### src/rtl/pc_fetch_sequencer.sv
`default_nettype none
// ============================================================================
// Module      : pc_fetch_sequencer
// Description : Fetch-address sequencer with F/D/E PC tracking, branch
//               misprediction redirect, stall bubbling and saturating
//               resolved-branch / mispredict statistics counters.
// Revision    : 1.0 - initial release
// ============================================================================
module pc_fetch_sequencer #(
  parameter int unsigned           ADDR_WIDTH = 32,
  parameter logic [ADDR_WIDTH-1:0] RESET_PC   = '0,
  parameter int unsigned           CNT_WIDTH  = 16
) (
  input  logic                  clk,
  input  logic                  rst_n,
  input  logic                  stall_f,
  input  logic [ADDR_WIDTH-1:0] predict_pc_f,
  input  logic                  branchfound_f,
  input  logic [ADDR_WIDTH-1:0] mispredict_pc_e,
  input  logic                  br_is_branch_e,
  input  logic                  br_taken_e,
  output logic [ADDR_WIDTH-1:0] pc_f,
  output logic [ADDR_WIDTH-1:0] pc_e,
  output logic                  branch_found_EXE,
  output logic                  branch_taken_EXE,
  output logic                  redirect_e,
  output logic                  valid_d,
  output logic                  valid_e,
  output logic [CNT_WIDTH-1:0]  br_cnt,
  output logic [CNT_WIDTH-1:0]  misp_cnt
);

  localparam logic [CNT_WIDTH-1:0] c_cnt_one = CNT_WIDTH'(1);
  localparam logic [CNT_WIDTH-1:0] c_cnt_max = '1;

  logic [ADDR_WIDTH-1:0] pc_f_q, pc_f_d;
  logic [ADDR_WIDTH-1:0] pc_d_q, pc_d_d;
  logic                  found_d_q, found_d_d;
  logic                  valid_d_q, valid_d_d;
  logic [ADDR_WIDTH-1:0] pc_e_q, pc_e_d;
  logic                  found_e_q, found_e_d;
  logic                  valid_e_q, valid_e_d;
  logic [CNT_WIDTH-1:0]  br_cnt_q, br_cnt_d;
  logic [CNT_WIDTH-1:0]  misp_cnt_q, misp_cnt_d;

  logic brv;
  logic br_taken_v;
  logic redirect;

  // A valid E-stage branch and its resolved outcome. A predictor hit on a
  // non-branch counts as predicted-taken-but-not-taken, which the redirect
  // equation covers because br_taken_v is then 0.
  always_comb begin
    brv        = valid_e_q & br_is_branch_e;
    br_taken_v = brv & br_taken_e;
    redirect   = valid_e_q & ((found_e_q & ~br_taken_v) | (~found_e_q & br_taken_v));
  end

  // Next-state for the fetch pipeline: redirect beats stall, stall bubbles E.
  always_comb begin
    pc_f_d    = pc_f_q;
    pc_d_d    = pc_d_q;
    found_d_d = found_d_q;
    valid_d_d = valid_d_q;
    pc_e_d    = pc_e_q;
    found_e_d = found_e_q;
    valid_e_d = valid_e_q;
    if (redirect) begin
      pc_f_d    = mispredict_pc_e;
      valid_d_d = 1'b0;
      valid_e_d = 1'b0;
    end else if (stall_f) begin
      valid_e_d = 1'b0;
    end else begin
      pc_f_d    = predict_pc_f;
      pc_d_d    = pc_f_q;
      found_d_d = branchfound_f;
      valid_d_d = 1'b1;
      pc_e_d    = pc_d_q;
      found_e_d = found_d_q;
      valid_e_d = valid_d_q;
    end
  end

  // Saturating statistics counters.
  always_comb begin
    br_cnt_d   = br_cnt_q;
    misp_cnt_d = misp_cnt_q;
    if (brv && (br_cnt_q != c_cnt_max)) begin
      br_cnt_d = br_cnt_q + c_cnt_one;
    end
    if (redirect && (misp_cnt_q != c_cnt_max)) begin
      misp_cnt_d = misp_cnt_q + c_cnt_one;
    end
  end

  // State registers; reset overrides every other update.
  always_ff @(posedge clk or negedge rst_n) begin
    if (!rst_n) begin
      pc_f_q     <= RESET_PC;
      pc_d_q     <= '0;
      found_d_q  <= 1'b0;
      valid_d_q  <= 1'b0;
      pc_e_q     <= '0;
      found_e_q  <= 1'b0;
      valid_e_q  <= 1'b0;
      br_cnt_q   <= '0;
      misp_cnt_q <= '0;
    end else begin
      pc_f_q     <= pc_f_d;
      pc_d_q     <= pc_d_d;
      found_d_q  <= found_d_d;
      valid_d_q  <= valid_d_d;
      pc_e_q     <= pc_e_d;
      found_e_q  <= found_e_d;
      valid_e_q  <= valid_e_d;
      br_cnt_q   <= br_cnt_d;
      misp_cnt_q <= misp_cnt_d;
    end
  end

  assign pc_f             = pc_f_q;
  assign pc_e             = pc_e_q;
  assign valid_d          = valid_d_q;
  assign valid_e          = valid_e_q;
  assign redirect_e       = redirect;
  assign branch_found_EXE = valid_e_q & found_e_q;
  assign branch_taken_EXE = br_taken_v;
  assign br_cnt           = br_cnt_q;
  assign misp_cnt         = misp_cnt_q;

endmodule
`default_nettype wire
### config.mk
export PLATFORM = sky130hd
export DESIGN_NAME = pc_fetch_sequencer
export DESIGN_NICKNAME = d
export VERILOG_FILES = /design/src/rtl/pc_fetch_sequencer.sv
export SDC_FILE = /design/constraint.sdc
export NUM_CORES = 1
export LEC_CHECK = 0
export ABC_AREA = 0
export BUFFER_PORTS_ARGS = -buffer_cell sky130_fd_sc_hd__buf_2
export CORE_ASPECT_RATIO = 0.8
export CORE_UTILIZATION = 45
export DETAILED_ROUTE_END_ITERATION = 8
export HOLD_SLACK_MARGIN = 0.05
export PLACE_DENSITY = 0.71
export SLEW_MARGIN = 25
export SYNTH_ARGS = -nofsm -noshare
export SYNTH_HDL_FRONTEND = slang
export SYNTH_SLANG_ARGS = --single-unit
### constraint.sdc
create_clock -name clk -period 2.2 [get_ports clk]
set_clock_uncertainty 0.15 [all_clocks]
set_input_delay 0.11 -clock clk [delete_from_list [all_inputs] [get_ports clk]]
set_output_delay 0.11 -clock clk [all_outputs]
set_load 0.01 [all_outputs]
[Word level (Yosys, flattened, before mapping)]
Index checks and enable logic that the tools add are counted.
Storage, ports and cells
  input port bits: 70
  register bits after elaboration: 132
Operators by class
  bitwise logic cells: 11
  equality and inequality tests: 3
  multiplexer cells: 6
  reductions and logical operators: 3
  add/subtract/negate cells: 2
Operators by type and width (number)
  $mux 32: 2
  $add 16x1->16 const B: 2
  $ne 16x16->1 const B: 2
  $and 1x1->1: 6
  $mux 1: 4
  $not 1->1: 4
  $logic_and 1x1->1: 2
  $ne 2x1->1 const B: 1
  $reduce_and 2->1: 1
  $or 1x1->1: 1

[Longest topological paths before layout]
Gate-level depths: netlist of the first run.
  depth in word-level cells: 8
  depth in mapped cells: 7

[Least setup slack after synthesis of the first run]
OpenSTA, ideal clock, no wires.
  kind: register to register
  start point: reg misp_cnt_q[0], in the netlist misp_cnt[0]
  end point: reg misp_cnt_q[1], in the netlist misp_cnt[1]
  setup time: 0.125 ns
  setup slack: 0.241 ns
  cell stages (with the launch flop): 6
  path buffers: 0
  data required time: 1.925 ns
  arrival: 1.684 ns
  cell sequence: dfrtp_1 -> ha_1 -> nand4_2 -> nor4_4 -> nor2_2 -> mux2_4
Between the ends
  word-level cells in the longest chain between the ends: 2
  elaborated cells on any way between the ends: 3
RTL lines
  start: declaration: line 44  | logic [CNT_WIDTH-1:0] misp_cnt_q, misp_cnt_d;
  start signal: assignment: line 118  | misp_cnt_q <= misp_cnt_d;
  parallel branches: the longest is 2 deep, another holds $add 16x1->16
Parallel ways; which one is timed is not known.
A chain may end at the register's enable or synchronous reset.

[Worst setup path in the final report of the first run]
  start point: reg found_e_q
  end point: out redirect_e
Between the ends
  word-level cells in the longest chain between the ends: 4
  elaborated cells on any way between the ends: 5
RTL lines
  start: declaration: line 41  | logic found_e_q, found_e_d;
  start signal: assignment: line 115  | found_e_q <= found_e_d;
  $not 1->1: line 56  | redirect = valid_e_q & ((found_e_q & ~br_taken_v) | (~found_e_q & br_taken_v));
  $and 1x1->1: line 56
  $or 1x1->1 (*): line 56
  $and 1x1->1 (*): line 56
  end: declaration: line 26  | output logic redirect_e,
Every way passes the cells marked *; elsewhere a longest branch is shown, timed or not.

==> impl_results.html, run 1 <==
<table>
<tr><th>Metric</th><th>Value</th></tr>
<tr><th colspan="2">Synthesis</th></tr>
<tr><td>Gate Count Post-Synth</td><td>437</td></tr>
<tr><td>#FFs+latches synth</td><td>132</td></tr>
<tr><td>Ys async rst share</td><td>1.00</td></tr>
<tr><td>Number of synthesized flops with an enable pin</td><td>0</td></tr>
<tr><td>Number of distinct library cells after synthesis</td><td>44</td></tr>
<tr><td>Syn avg cell area</td><td>12.9 um2</td></tr>
<tr><td>Post-Syn Nets</td><td>509</td></tr>
<tr><td>Cell area after synthesis</td><td>5620 um2</td></tr>
<tr><td>Synth Flop Type</td><td>sky130_fd_sc_hd__dfrtp_1</td></tr>
<tr><td>Seq/Total Area, Yosys</td><td>0.588</td></tr>
<tr><td>Yosys synthesis warning count</td><td>0</td></tr>
<tr><th colspan="2">Detailed routing</th></tr>
<tr><td>Number of remaining DRC errors</td><td>0</td></tr>
<tr><td>Iter 0 DRT Violations</td><td>195</td></tr>
<tr><td>Detailed-route wire length per cell</td><td>15.8 um</td></tr>
<tr><td>Total vias in the final route</td><td>4369</td></tr>
<tr><td>Post-DR vias/cell</td><td>5.15</td></tr>
<tr><td>Post-DRT Antenna Nets</td><td>0</td></tr>
<tr><td>DRT Pass-1 Iters</td><td>4</td></tr>
<tr><td>Total Wirelength</td><td>13400 um</td></tr>
<tr><th colspan="2">CTS</th></tr>
<tr><td>Number of H-tree branching levels</td><td>4</td></tr>
<tr><td>Clock latency on the worst-skew pair</td><td>400 ps</td></tr>
<tr><td>Number of clock sinks seen by CTS</td><td>132</td></tr>
<tr><td>Setup repair bufs after CTS</td><td>0</td></tr>
<tr><td>Longest Clk Path Bufs</td><td>2</td></tr>
<tr><td>Total clock buffers created by CTS</td><td>17</td></tr>
<tr><td>TritonCTS clock tree</td><td>built</td></tr>
<tr><td>Clock Root Buffer</td><td>sky130_fd_sc_hd__clkbuf_16</td></tr>
<tr><td>Clock-pin slew on the worst setup and hold paths</td><td>60 ps</td></tr>
<tr><th colspan="2">Floorplan</th></tr>
<tr><td># rows</td><td>36</td></tr>
<tr><td>Core area</td><td>12200 um2</td></tr>
<tr><td>Total Die Area</td><td>12900 um2</td></tr>
<tr><td>Die Wd</td><td>127 um</td></tr>
<tr><td>Initial core utilization</td><td>0.462</td></tr>
<tr><td>IO Count</td><td>171</td></tr>
<tr><td>Chip Height</td><td>102 um</td></tr>
<tr><th colspan="2">STA</th></tr>
<tr><td>Worst relative slew slack</td><td>0.638</td></tr>
<tr><td>Final-report max-slew violation count</td><td>0</td></tr>
<tr><td>Hold Fails Final Rpt</td><td>0</td></tr>
<tr><td>Post-route minimum period</td><td>2070 ps</td></tr>
<tr><td>Number of setup violations in the final report</td><td>0</td></tr>
<tr><td>Unrepaired setup endpoints after global routing</td><td>false</td></tr>
<tr><td>Final Cycle Share</td><td>0.940</td></tr>
<tr><td>Transition at the pin with the smallest max-transition slack</td><td>539 ps</td></tr>
<tr><td>Highest clock rate</td><td>483 MHz</td></tr>
<tr><td>Setup TNS</td><td>0 ps</td></tr>
<tr><td>Fin worst setup slack</td><td>131 ps</td></tr>
<tr><th colspan="2">Critical path</th></tr>
<tr><td>Worst Path Class, Setup</td><td>flop to primary output</td></tr>
<tr><td>Cells along the critical path</td><td>and3b_1 &gt; o21ai_1 &gt; inv_2 &gt; buf_8 &gt; buf_2</td></tr>
<tr><td>Critical-path top delay cell</td><td>sky130_fd_sc_hd__dfrtp_1</td></tr>
<tr><td>Data required time of the critical path</td><td>1940 ps</td></tr>
<tr><td>Startpoint types</td><td>flop</td></tr>
<tr><td>Worst stage delay on the critical path</td><td>390 ps</td></tr>
<tr><td>Count of buffer and inverter cells on the critical path</td><td>3</td></tr>
<tr><td>CP Capture Type</td><td>primary output</td></tr>
<tr><td>Top delay family on crit path</td><td>buffers and inverters</td></tr>
<tr><td>Critical Path Fanout Max</td><td>67</td></tr>
<tr><td>Critical path arrival</td><td>1810 ps</td></tr>
<tr><th colspan="2">Layout</th></tr>
<tr><td>Number of standard cells in the final layout excluding fillers</td><td>849</td></tr>
<tr><td>Number of antenna diodes</td><td>0</td></tr>
<tr><td>Synth-to-layout area growth</td><td>41.5%</td></tr>
<tr><td>Proportion of layout cells with a drive suffix above 1</td><td>0.354</td></tr>
<tr><td>Number of nets in the layout</td><td>756</td></tr>
<tr><th colspan="2">Placed design</th></tr>
<tr><td>Detailed Place HPWL</td><td>8100 um</td></tr>
<tr><td>Final estimated routing congestion in global placement</td><td>0.876</td></tr>
<tr><td>Port buffer count</td><td>170</td></tr>
<tr><td>Post-place setup slack</td><td>218 ps</td></tr>
<tr><td>Number of placed cells counting well taps</td><td>748</td></tr>
<tr><th colspan="2">GRT</th></tr>
<tr><td>Residual overflow from global routing</td><td>0</td></tr>
<tr><td>Pin count of the biggest net entering global routing</td><td>68</td></tr>
<tr><td>Wire length of the first global-routing pass</td><td>21100 um</td></tr>
<tr><td>Initial antenna violation count</td><td>0</td></tr>
<tr><td>GR Util All Layers</td><td>0.210</td></tr>
<tr><td>Vias in the first global route</td><td>4302</td></tr>
<tr><th colspan="2">Power and ir drop</th></tr>
<tr><td>Power density cells</td><td>1180 nW/um2</td></tr>
<tr><td>Maximum VDD drop</td><td>793 uV</td></tr>
<tr><td>Lkg Pwr</td><td>3.87 nW</td></tr>
<tr><th colspan="2">Flow run</th></tr>
<tr><td>Max-capacitance violation count</td><td>0</td></tr>
<tr><th colspan="2">Hold path</th></tr>
<tr><td>Class of the most critical hold timing path</td><td>primary input to async pin</td></tr>
<tr><th colspan="2">Status</th></tr>
<tr><td>Status</td><td>finished, final reports clean</td></tr>
</table>
-- cell usage after synthesis, types with 2 or more instances --
master | instances | area, um2
sky130_fd_sc_hd__xnor2_1 | 9 | 78.8
sky130_fd_sc_hd__xor2_1 | 18 | 158
sky130_fd_sc_hd__and2_1 | 2 | 12.5
sky130_fd_sc_hd__ha_1 | 2 | 25.0
sky130_fd_sc_hd__inv_1 | 3 | 11.3
sky130_fd_sc_hd__nor3_1 | 9 | 45.0
sky130_fd_sc_hd__dfrtp_1 | 132 | 3300
sky130_fd_sc_hd__buf_2 | 7 | 35.0
sky130_fd_sc_hd__and3_1 | 4 | 25.0
sky130_fd_sc_hd__mux2_1 | 42 | 473
sky130_fd_sc_hd__nor2_1 | 6 | 22.5
sky130_fd_sc_hd__nand2_1 | 45 | 169
sky130_fd_sc_hd__nor4_1 | 8 | 50.1
sky130_fd_sc_hd__nand3_1 | 11 | 55.1
sky130_fd_sc_hd__mux2i_1 | 32 | 320
sky130_fd_sc_hd__mux2_2 | 27 | 304
sky130_fd_sc_hd__clkbuf_1 | 7 | 26.3
sky130_fd_sc_hd__nor4b_1 | 2 | 17.5
sky130_fd_sc_hd__nor3b_1 | 2 | 15.0
sky130_fd_sc_hd__nand4_1 | 9 | 56.3
sky130_fd_sc_hd__buf_6 | 4 | 45.0
sky130_fd_sc_hd__nand4_2 | 2 | 25.0
sky130_fd_sc_hd__o21ai_0 | 33 | 165
-- where the power goes --
part	internal (mW)	switching [mW]
Clock	1.76	1.02
Combinational	1.30	1.32
Sequential	3.38	0.625
Total	6.44	2.96
-- registers in the layout, summed over array words and instances (netlist names) --
signal,count
br_cnt,16
found_d_q,1
found_e_q,1
misp_cnt,16
pc_d_q,32
pc_e,32
pc_f,32
valid_d,1
valid_e,1
-- routing by layer --
layer	wire length, um	GRT usage	up-vias
li1	-	-	2064
met1	5660	0.261	2125
met2	6850	0.357	155
met3	571	0.0440	25
met4	301	0.101	0
met5	0	0	-
-- area by class of cell --
type,instances,area [um2]
clock buffers,21,470
clock inverters,11,126
fillers,910,4210
inverters,4,15.0
multi-input cells,281,2190
flip-flops and latches,132,3300
well taps,152,190
repair buffers,248,1660
-- placed cells by master (no fill, tap or decap), types with 2 or more instances in the layout --
master / n
sky130_fd_sc_hd__mux2_2: 27
sky130_fd_sc_hd__dlygate4sd3_1: 69
sky130_fd_sc_hd__clkinv_2: 2
sky130_fd_sc_hd__inv_1: 3
sky130_fd_sc_hd__bufinv_16: 2
sky130_fd_sc_hd__and2_1: 2
sky130_fd_sc_hd__dfrtp_1: 132
sky130_fd_sc_hd__xnor2_1: 9
sky130_fd_sc_hd__and3_1: 4
sky130_fd_sc_hd__clkinvlp_4: 4
sky130_fd_sc_hd__clkbuf_16: 17
sky130_fd_sc_hd__clkinv_4: 2
sky130_fd_sc_hd__nand2_1: 45
sky130_fd_sc_hd__xor2_1: 18
sky130_fd_sc_hd__buf_2: 169
sky130_fd_sc_hd__clkbuf_8: 3
sky130_fd_sc_hd__nor4_1: 8
sky130_fd_sc_hd__nand4_2: 2
sky130_fd_sc_hd__nand4_1: 9
sky130_fd_sc_hd__ha_1: 2
sky130_fd_sc_hd__o21ai_0: 33
sky130_fd_sc_hd__buf_4: 6
sky130_fd_sc_hd__buf_12: 3
sky130_fd_sc_hd__mux2_1: 42
sky130_fd_sc_hd__mux2i_1: 32
sky130_fd_sc_hd__nor3b_1: 2
sky130_fd_sc_hd__nor2_1: 5
sky130_fd_sc_hd__nor3_1: 9
sky130_fd_sc_hd__nor4b_1: 2
sky130_fd_sc_hd__nand3_1: 11
-- worst min-delay path, stage by stage --
cell and delay [ps]:
sky130_fd_sc_hd__dlygate4sd3_1 520, sky130_fd_sc_hd__buf_4 150, sky130_fd_sc_hd__buf_12 290
-- final timing paths --
kind                                        start                      to  slack, ps  cells after the start
max                         found_e_q$_DFFE_PN0P_              redirect_e        130                      5
min in group clk              mispredict_pc_e[31]    pc_f[31]$_DFFE_PN0P_        300                      4
max reg2reg                 br_cnt[0]$_DFFE_PN0P_  br_cnt[15]$_DFFE_PN0P_        200                      5
min reg2reg                pc_d_q[15]$_DFFE_PN0P_  pc_d_q[15]$_DFFE_PN0P_        330                      1
max in group asynchronous                   rst_n    pc_f[14]$_DFFE_PN0P_        860                      3
min                                         rst_n  br_cnt[10]$_DFFE_PN0P_        140                      3
-- timing repair --
action / 4_1_cts / 5_1_grt
setup endpoints to repair: 1 / 1
endpoints found under the hold margin: 170 / 0
resized for setup: 1 / 2
hold buffers: 69 / 0
-- logic make-up (layout without fill, tap and decap cells) --
group / after synthesis / count (layout) / synth area share
AOI/OAI and AO/OA: 40 / 40 / 0.0383
xor gates and xnor gates: 27 / 27 / 0.0421
adders and majority gates: 2 / 2 / 0.00445
buffers and inverters: 24 / 284 / 0.0236
DFF: 132 / 132 / 0.588
muxes: 102 / 102 / 0.198
and+or+nand+nor: 110 / 110 / 0.106
-- through the flow --
step	util	power, mW	cell area, um2	hold slack, ps
6_report	0.654	9.40	7950	139
3_5_place_dp	0.548	6.52	6660	-165
5_1_grt	0.654	9.95	7950	174
3_3_place_gp	0.548	6.40	6660	-167
4_1_cts	0.654	9.46	7950	147
2_1_floorplan	-	5.38	5620	-336
Power figures use the tool's default switching activity.
==> inputs of run 2 (changes only) <==
==> constraint.sdc (replaced) <==
create_clock -name clk -period 2.5 [get_ports clk]
set_clock_uncertainty 0.15 [all_clocks]
set_input_delay 0.125 -clock clk [delete_from_list [all_inputs] [get_ports clk]]
set_output_delay 0.125 -clock clk [all_outputs]
set_load 0.01 [all_outputs]
==> run 2 against run 1 <==
  * Power decreased by 10%
  * Die area stayed put
  * Sequential power fell by 12%
  * Utilization decreased by 0.62 points
  * Hold slack worse by 35 ps
  * Combinational power down 3%
  * Design area decreased by 0.94%
  * Largest power group unchanged
  * Final cell count shrank 0.71%
  * Critical endpoint is now pc_f[7]$_DFFE_PN0P_
  * First-iteration DRC count grew 3.1%
  * Count of clock-buffer cells in the layout rose by 4
  * Register-to-register slack worse by 50 ps
  * Global-route usage is 0.21 points higher
==> impl_results.html, run 2 (synthesized netlist as in run 1, its figures left out) <==
<table>
<tr><th>Metric</th><th>Value</th></tr>
<tr><th colspan="2">Power and ir drop</th></tr>
<tr><td>Power density cells</td><td>1070 nW/um2 (-9.6%)</td></tr>
<tr><td>Int Pwr</td><td>5.86 mW (-9.0%)</td></tr>
<tr><td>Clk network pwr share</td><td>0.280 (-0.015)</td></tr>
<tr><td>Proportion of power drawn by flip-flops and latches</td><td>0.418 (-0.008)</td></tr>
<tr><td>Lkg Pwr</td><td>3.85 nW (-0.41%)</td></tr>
<tr><td>Combinational Power Share</td><td>0.301 (+0.023)</td></tr>
<tr><td>Switch share</td><td>0.304 (-0.0108)</td></tr>
<tr><td>Maximum VDD drop</td><td>649 uV (-18%)</td></tr>
<tr><td>Switching pwr</td><td>2.56 mW (-14%)</td></tr>
<tr><th colspan="2">STA</th></tr>
<tr><td>Post-route minimum period</td><td>2350 ps</td></tr>
<tr><td>Number of setup violations in the final report</td><td>0 (unchanged)</td></tr>
<tr><td>Final-report max-slew violation count</td><td>0 (unchanged)</td></tr>
<tr><td>Final Cycle Share</td><td>0.942</td></tr>
<tr><td>Hold Fails Final Rpt</td><td>0 (unchanged)</td></tr>
<tr><td>Worst relative slew slack</td><td>0.609 (-0.0285)</td></tr>
<tr><td>Highest clock rate</td><td>425 MHz</td></tr>
<tr><td>Setup TNS</td><td>0 ps (unchanged)</td></tr>
<tr><td>Transition at the pin with the smallest max-transition slack</td><td>586 ps (+47.7 ps)</td></tr>
<tr><td>Unrepaired setup endpoints after global routing</td><td>false</td></tr>
<tr><th colspan="2">Critical path</th></tr>
<tr><td>Cells along the critical path</td><td>and3b_1 &gt; o21ai_1 &gt; inv_2 &gt; buf_6 &gt; o21ai_0 &gt; dlygate4sd3_1</td></tr>
<tr><td>Critical-path top delay cell</td><td>sky130_fd_sc_hd__dlygate4sd3_1</td></tr>
<tr><td>Startpoint types</td><td>flop</td></tr>
<tr><td>Critical Path Fanout Max</td><td>67 (unchanged)</td></tr>
<tr><td>CP Capture Type</td><td>flop</td></tr>
<tr><td>Worst Path Class, Setup</td><td>flop to flop</td></tr>
<tr><td>Worst stage delay on the critical path</td><td>620 ps (+230 ps)</td></tr>
<tr><td>Data required time of the critical path</td><td>2630 ps (+690 ps)</td></tr>
<tr><td>Critical path arrival</td><td>2490 ps (+680 ps)</td></tr>
<tr><th colspan="2">Layout</th></tr>
<tr><td>Most frequent cells in the layout</td><td>sky130_fd_sc_hd__buf_2 (169), sky130_fd_sc_hd__dfrtp_1 (132), sky130_fd_sc_hd__dlygate4sd3_1 (67), sky130_fd_sc_hd__nand2_1 (45), sky130_fd_sc_hd__mux2_1 (42)</td></tr>
<tr><td>Proportion of layout cells with a drive suffix above 1</td><td>0.346 (-0.00850)</td></tr>
<tr><td>Most frequent standard cell in the layout excluding fill and tap cells</td><td>sky130_fd_sc_hd__buf_2</td></tr>
<tr><td>Layout filler cell count</td><td>927 (+1.9%)</td></tr>
<tr><td>Synth-to-layout area growth</td><td>40.2%</td></tr>
<tr><td>Number of nets in the layout</td><td>752 (-0.53%)</td></tr>
<tr><td>Sequential standard cell area</td><td>3300 um2 (unchanged)</td></tr>
<tr><td>Area of the multi-input gates</td><td>2190 um2 (unchanged)</td></tr>
<tr><td>Number of antenna diodes</td><td>0 (unchanged)</td></tr>
<tr><td>Post-route core utilization</td><td>0.648 (-0.00617)</td></tr>
<tr><th colspan="2">GRT</th></tr>
<tr><td>Wire length of the first global-routing pass</td><td>21200 um (+0.62%)</td></tr>
<tr><td>Residual overflow from global routing</td><td>0 (unchanged)</td></tr>
<tr><td>GR Util All Layers</td><td>0.212 (+0.00206)</td></tr>
<tr><td>Initial antenna violation count</td><td>0 (unchanged)</td></tr>
<tr><td>Vias in the first global route</td><td>4363 (+1.4%)</td></tr>
<tr><td>Pin count of the biggest net entering global routing</td><td>68 (unchanged)</td></tr>
<tr><th colspan="2">CTS</th></tr>
<tr><td>Longest Clk Path Bufs</td><td>2 (unchanged)</td></tr>
<tr><td>Clock latency on the worst-skew pair</td><td>410 ps (about the same)</td></tr>
<tr><td>Number of H-tree branching levels</td><td>4 (unchanged)</td></tr>
<tr><td>Clock Root Buffer</td><td>sky130_fd_sc_hd__clkbuf_16</td></tr>
<tr><td>Total clock buffers created by CTS</td><td>17 (unchanged)</td></tr>
<tr><td>Number of clock sinks seen by CTS</td><td>132 (unchanged)</td></tr>
<tr><td>Clock-pin slew on the worst setup and hold paths</td><td>60 ps (about the same)</td></tr>
<tr><td>TritonCTS clock tree</td><td>built</td></tr>
<tr><td>Setup repair bufs after CTS</td><td>0 (unchanged)</td></tr>
<tr><th colspan="2">Status</th></tr>
<tr><td>Status</td><td>finished, final reports clean</td></tr>
<tr><th colspan="2">Placed design</th></tr>
<tr><td>Final estimated routing congestion in global placement</td><td>0.882 (+0.67%)</td></tr>
<tr><td>Port buffer count</td><td>170 (unchanged)</td></tr>
<tr><td>Detailed Place HPWL</td><td>8380 um (+3.4%)</td></tr>
<tr><th colspan="2">Floorplan</th></tr>
<tr><td>Chip Height</td><td>102 um (unchanged)</td></tr>
<tr><td>Die Wd</td><td>127 um (unchanged)</td></tr>
<tr><td>IO Count</td><td>171 (unchanged)</td></tr>
<tr><td># rows</td><td>36 (unchanged)</td></tr>
<tr><td>Initial core utilization</td><td>0.462 (unchanged)</td></tr>
<tr><td>Total Die Area</td><td>12900 um2 (unchanged)</td></tr>
<tr><td>Core area</td><td>12200 um2 (unchanged)</td></tr>
<tr><th colspan="2">Detailed routing</th></tr>
<tr><td>DRT Pass-1 Iters</td><td>5 (+1)</td></tr>
<tr><td>Iter 0 DRT Violations</td><td>201 (+3.1%)</td></tr>
<tr><td>Detailed-route wire length per cell</td><td>15.7 um (about the same)</td></tr>
<tr><td>Number of remaining DRC errors</td><td>0 (unchanged)</td></tr>
<tr><td>Post-DR vias/cell</td><td>5.15 (about the same)</td></tr>
<tr><td>Total Wirelength</td><td>13300 um (-0.80%)</td></tr>
<tr><td>Post-DRT Antenna Nets</td><td>0 (unchanged)</td></tr>
<tr><td>Total vias in the final route</td><td>4341 (-0.64%)</td></tr>
<tr><th colspan="2">Hold path</th></tr>
<tr><td>Class of the most critical hold timing path</td><td>primary input to async pin</td></tr>
<tr><th colspan="2">Flow run</th></tr>
<tr><td>Max-capacitance violation count</td><td>0 (unchanged)</td></tr>
</table>
-- run 2: through the flow --
step	hold slack, ps	setup WS (ps)	instances	cell area, um2	power [mW]
3_5_place_dp	14.7	433	746	6640	5.75
5_1_grt	165	46.3	843	7880	8.95
4_1_cts	119	65.7	843	7880	8.48
2_1_floorplan	-321	541	437	5620	4.73
6_report	104	146	843	7880	8.42
3_3_place_gp	8.04	508	746	6640	5.63
-- run 2: repair_timing --
item                                    in CTS  in global routing
resized for setup                            0                  1
endpoints found under the setup margin       0                 30
hold endpoints to repair                   145                  0
hold buffers                                67                  0
-- run 2: final timing paths --
kind / startpoint / to / slack, ps / cells after the start
max in group asynchronous: rst_n / br_cnt[10]$_DFFE_PN0P_ / 1410 / 3
min: rst_n / pc_f[10]$_DFFE_PN0P_ / 100 / 2
min in group clk: pc_d_q[21]$_DFFE_PN0P_ / pc_e[21]$_DFFE_PN0P_ / 330 / 1
min reg2reg: pc_d_q[21]$_DFFE_PN0P_ / pc_e[21]$_DFFE_PN0P_ / 330 / 1
max: found_e_q$_DFFE_PN0P_ / pc_f[7]$_DFFE_PN0P_ / 150 / 6
max reg2reg: found_e_q$_DFFE_PN0P_ / pc_f[7]$_DFFE_PN0P_ / 150 / 6
-- run 2: power by group through the flow --
stage	clock (mW)	combinational, mW	sequential [mW]
after global routing	2.52	2.77	3.66
final	2.36	2.54	3.52
after CTS	2.42	2.54	3.52
after global placement	0	2.14	3.50
after floorplan	0	1.02	3.71
after detailed placement	0	2.20	3.55
-- run 2: critical path, delay by kind of cell (launching register included) --
kind,cells,cell delay [ps]
and+or+nand+nor,1,260
buffers and inverters,3,1110
DFF,1,400
AOI/OAI and AO/OA,2,290
-- run 2: final cells by class --
cell class / instances / area share
flip-flops and latches: 132 / 0.419
clock buffers: 25 / 0.0616
inverters: 4 / 0.00191
clock inverters: 5 / 0.00953
well taps: 152 / 0.0241
multi-input cells: 281 / 0.278
repair buffers: 244 / 0.205
-- run 2: per-layer routing --
| layer | global-route usage | vias up | wire (um) |
|---|---|---|---|
| met2 | 0.343 | 133 | 6670 |
| li1 | - | 2042 | - |
| met4 | 0.107 | 0 | 250 |
| met1 | 0.266 | 2143 | 5820 |
| met3 | 0.0576 | 23 | 537 |
| met5 | 0 | - | 0 |
